## src/rtl/stream_demux_router.sv

```systemverilog
// One-producer, N_CH-consumer stream router with a one-entry register per channel.
// Supports unicast by in_sel, all-or-nothing broadcast, and counting of out-of-range drops.
module stream_demux_router #(
   parameter int DATA_W = 4,
   parameter int N_CH   = 4,
   parameter int SEL_W  = 2
) (
   input  logic                     clk,
   input  logic                     rst,
   input  logic                     in_valid,
   output logic                     in_ready,
   input  logic [DATA_W-1:0]        in_data,
   input  logic [SEL_W-1:0]         in_sel,
   input  logic                     in_bcast,
   output logic [N_CH-1:0]          out_valid,
   input  logic [N_CH-1:0]          out_ready,
   output logic [N_CH*DATA_W-1:0]   out_data,
   output logic [7:0]               drop_cnt
);

   // Valid/ready: a word moves on any edge where valid and ready are both high;
   // the sender holds its payload stable while valid is high and ready is low.

   localparam logic [SEL_W:0] NCH_CMP = (SEL_W+1)'(N_CH);

   logic [N_CH-1:0]              valid_q, valid_d;
   logic [N_CH-1:0][DATA_W-1:0]  data_q, data_d;
   logic [7:0]                   cnt_q, cnt_d;

   logic [N_CH-1:0]              free;
   logic [N_CH-1:0]              load;
   logic                         sel_in_range;
   logic                         sel_free;
   logic                         in_ready_c;
   logic                         accept;
   logic                         drop;

   // Slot selection and acceptance. sel_free is built by compare rather than
   // indexing so an out-of-range in_sel never indexes past the slot vector.
   always_comb begin
      free         = ~valid_q | out_ready;
      sel_in_range = ({1'b0, in_sel} < NCH_CMP);
      sel_free     = 1'b0;
      for (int k = 0; k < N_CH; k++) begin
         if (in_sel == SEL_W'(k)) begin
            sel_free = free[k];
         end
      end

      if (in_bcast) begin
         in_ready_c = &free;
      end else if (sel_in_range) begin
         in_ready_c = sel_free;
      end else begin
         in_ready_c = 1'b1;
      end

      accept = in_valid & in_ready_c;
      drop   = accept & ~in_bcast & ~sel_in_range;

      load = '0;
      for (int k = 0; k < N_CH; k++) begin
         load[k] = accept & (in_bcast | (sel_in_range & (in_sel == SEL_W'(k))));
      end
   end

   // Per-slot next state: a fill wins over a drain, and a drained slot reads zero.
   always_comb begin
      valid_d = valid_q;
      data_d  = data_q;
      for (int k = 0; k < N_CH; k++) begin
         if (load[k]) begin
            valid_d[k] = 1'b1;
            data_d[k]  = in_data;
         end else if (valid_q[k] && out_ready[k]) begin
            valid_d[k] = 1'b0;
            data_d[k]  = '0;
         end
      end
   end

   always_comb begin
      cnt_d = cnt_q;
      if (drop && (cnt_q != 8'hFF)) begin
         cnt_d = cnt_q + 8'd1;
      end
   end

   always_ff @(posedge clk or posedge rst) begin
      if (rst) begin
         valid_q <= '0;
         data_q  <= '0;
         cnt_q   <= '0;
      end else begin
         valid_q <= valid_d;
         data_q  <= data_d;
         cnt_q   <= cnt_d;
      end
   end

   assign in_ready  = in_ready_c;
   assign out_valid = valid_q;
   assign out_data  = data_q;
   assign drop_cnt  = cnt_q;

endmodule
```

## config.mk

```make
export PLATFORM = sky130hd
export DESIGN_NAME = stream_demux_router
export DESIGN_NICKNAME = d
export VERILOG_FILES = /design/src/rtl/stream_demux_router.sv
export SDC_FILE = /design/constraint.sdc
export NUM_CORES = 1
export LEC_CHECK = 0
export ABC_AREA = 1
export CAP_MARGIN = 20
export CORE_ASPECT_RATIO = 0.7
export CORE_UTILIZATION = 38
export CTS_CLUSTER_SIZE = 40
export DETAILED_ROUTE_END_ITERATION = 8
export HOLD_SLACK_MARGIN = 0.02
export PLACE_DENSITY = 0.83
export SKIP_CTS_REPAIR_TIMING = 1
export SLEW_MARGIN = 20
export SYNTH_ARGS = -nofsm -noshare
export SYNTH_HDL_FRONTEND = slang
export SYNTH_SLANG_ARGS = --single-unit
export TNS_END_PERCENT = 30
```

## constraint.sdc

```tcl
create_clock -name clk -period 1.2 [get_ports clk]
set_input_delay 0.24 -clock clk [delete_from_list [all_inputs] [get_ports clk]]
set_output_delay 0.24 -clock clk [all_outputs]
set_load 0.005 [all_outputs]
```

==> flow_metrics.py <==
metrics = {
    "logic_synthesis": {
        "synthFlopType": "dfrtp_1",
        "synthTopCellsByArea": "dfrtp_1, nand2_1, nand4_1, nand3_1, buf_4",
        "synth_seq_cells": 20,
        "syn_area_sq_um": 1040,
        "ys_seq_area_frac": 0.480,
        "synthCells": 119,
        "synth-warning-count": 0,
        "ys_top_cells_by_count": "nand2_1, dfrtp_1, nand3_1, nand4_1, buf_4",
        "syn-mean-instance-area_sq_um": 8.76,
        "synth_top_area_frac": 0.480,
        "synthArstFlopShare": 1.00,
        "synth_most_common_cell": "nand2_1",
        "synth_edf_count": 0,
        "yosysTopAreaCell": "dfrtp_1",
        "ys_types": 18,
    },
    "min_path": {
        "whs_path_depth": 2,
        "hold_path_class": "input port to flip-flop",
        "hp-start": "out_ready[0]",
    },
    "sta": {
        "hold_ws_ps": 211,
        "fin_crit_sh": 1.19,
        "slew_violations": 0,
        "rsz0062_at_grt": "true",
        "fin_crit_ps": 1420,
        "setup_slack_ps": -224,
        "skew_ps": 8.70,
        "fmax_ghz": 0.702,
        "final-setup-viol-count": 21,
        "hold_violations": 0,
        "timing.setup.tns_ps": -3060,
    },
    "global_route": {
        "antenna_found_initial": 0,
        "grt_pass1_wl_microns": 3920,
        "overflow": 0,
        "grt_util_all_layers": 0.182,
        "grt_pass1_vias": 826,
        "grt_max_degree": 21,
    },
    "pwr": {
        "pwr-share-clk": 0.188,
        "internal_power_mw": 1.59,
        "p_comb_frac": 0.420,
        "netSwitchingPower_mw": 0.710,
        "switching_share": 0.309,
        "p_per_area_nw_per_um2": 1310,
        "irDropWorstVdd_uv": 621,
        "p_leak_nw": 1.14,
        "seqPwrFrac": 0.392,
    },
    "critical_path": {
        "end_kind": "output port",
        "critPathMaxFanout": 3,
        "worstPathRequired_ps": 960,
        "cp.depth": 6,
        "cp-start-kind": "flip-flop",
        "ff2ff_path_depth": 10,
        "path_buf_inv": 2,
        "slowest_stage": "dfrtp_1",
        "max_stage_delay_ps": 400,
        "crit_type": "flip-flop to output port",
        "crit_start": "out_valid[1]$_DFFE_PP0P_",
        "critPathTopFamily": "flip-flops",
        "arrival_ps": 1180,
        "worstReg2RegStart": "out_valid[1]$_DFFE_PP0P_",
        "crit_chain": "inv_2 -> nor2_4 -> nand2_2 -> nand2_2 -> nor2_4 -> clkbuf_2",
    },
    "placed_design": {
        "dpl.hpwl_microns": 1850,
        "gp_congestion": 0.792,
        "numPortBuffers": 34,
    },
    "layout": {
        "drive_gt1_frac": 0.292,
        "fillCellCount": 187,
        "area_delta_synth_final_pct": 67.9,
        "diodes": 0,
        "fin_nets": 187,
    },
    "outcome": {
        "outcome": "complete, but fails checks",
        "violations": "negative setup slack",
    },
    "floorplanning": {
        "die_x_microns": 64.6,
        "rows": 15,
        "core_region_area_sq_um": 2530,
        "die_area_sq_um": 2960,
        "ioPinCount": 43,
        "die_h_microns": 45.8,
        "start_util": 0.411,
    },
    "flow_run": {
        "drv_cap": 0,
    },
    "clock_network": {
        "cts.sinks": 20,
        "root_buffer": "clkbuf_8",
        "tritoncts": "built",
        "clkTransAtPathRegs_ps": 70,
        "cts_max_level": 1,
        "clockBufferDepth": 2,
        "numCtsBuffers": 3,
        "clk-insertion-delay-late_ps": 260,
    },
    "drt": {
        "num_vias": 1044,
        "routed_wl_microns": 2820,
        "via_per_inst": 5.09,
        "routedWlPerCell_microns": 13.7,
        "antenna_left": 0,
        "first_pass_iters": 4,
        "drcViolationCount": 0,
        "first_iter_violations": 42,
    },
}
## power groups by stage
stage | registers (mW) | logic [mW] | clock network [mW]
2_1_floorplan | 0.918 | 0.329 | 0
4_1_cts | 0.897 | 0.776 | 0.438
6_report | 0.901 | 0.966 | 0.432
3_5_place_dp | 0.911 | 0.772 | 0
5_1_grt | 0.922 | 1.04 | 0.480
3_3_place_gp | 0.902 | 0.753 | 0
## layout make-up
class | instances | area, sq um | share of cell area
Multi-Input combinational cell | 86 | 520 | 0.297
Inverter | 8 | 30.0 | 0.0172
Clock buffer | 3 | 41.3 | 0.0236
Sequential cell | 20 | 500 | 0.286
Timing Repair Buffer | 54 | 616 | 0.352
Tap cell | 34 | 42.5 | 0.0243
## state kept, by name, summed over array words and instances (netlist names)
register,cells
out_data,16
out_valid,4
## worst paths after layout
kind | to | slack (ps)
max reg2reg | out_data[0]$_DFFE_PP0P_ | -180
max | in_ready | -220
min in group asynchronous | out_data[15]$_DFFE_PP0P_ | 310
min | out_valid[0]$_DFFE_PP0P_ | 210
max in group asynchronous | out_valid[1]$_DFFE_PP0P_ | 670
min reg2reg | out_data[10]$_DFFE_PP0P_ | 500
## kinds of logic after synthesis
| family | share of synthesized area |
|---|---|
| simple gates | 0.376 |
| compound gates | 0.0276 |
| other cells | 0.00360 |
| buf+inv | 0.113 |
| flops | 0.480 |
## layer usage
layer	share of wire	track usage	routed length, microns	up-vias
met5	0	0	0	-
met4	0.016	0.0400	46	0
met3	0.10	0.0625	287	8
met2	0.45	0.282	1270	52
met1	0.43	0.248	1210	488
li1	-	-	-	496
## cell usage in the layout, fill, tap and decap left out
cell,count
buf_12,1
buf_4,13
nand2_1,25
inv_1,4
o21ai_2,3
dlymetal6s2s_1,27
nor2_1,2
dfrtp_1,20
nor2_4,3
nand3_2,5
buf_6,4
clkdlybuf4s50_1,6
nand3_1,11
clkbuf_2,1
nand2_2,7
inv_2,4
conb_1,8
nand3_4,4
o21ai_1,2
clkbuf_8,3
nand4_1,16
clkbuf_16,2
## through the flow
step / instances / area (sq um) / power (mW) / worst slack [ps] / util
3_3_place_gp: 194 / 1450 / 1.65 / -711 / 0.574
2_1_floorplan: 126 / 1070 / 1.25 / 1.79 / -
6_report: 205 / 1750 / 2.30 / -224 / 0.691
3_5_place_dp: 194 / 1450 / 1.68 / -750 / 0.574
4_1_cts: 197 / 1500 / 2.11 / -736 / 0.590
5_1_grt: 205 / 1750 / 2.45 / -310 / 0.691
Note: power is estimated with default switching activity, not from simulation.
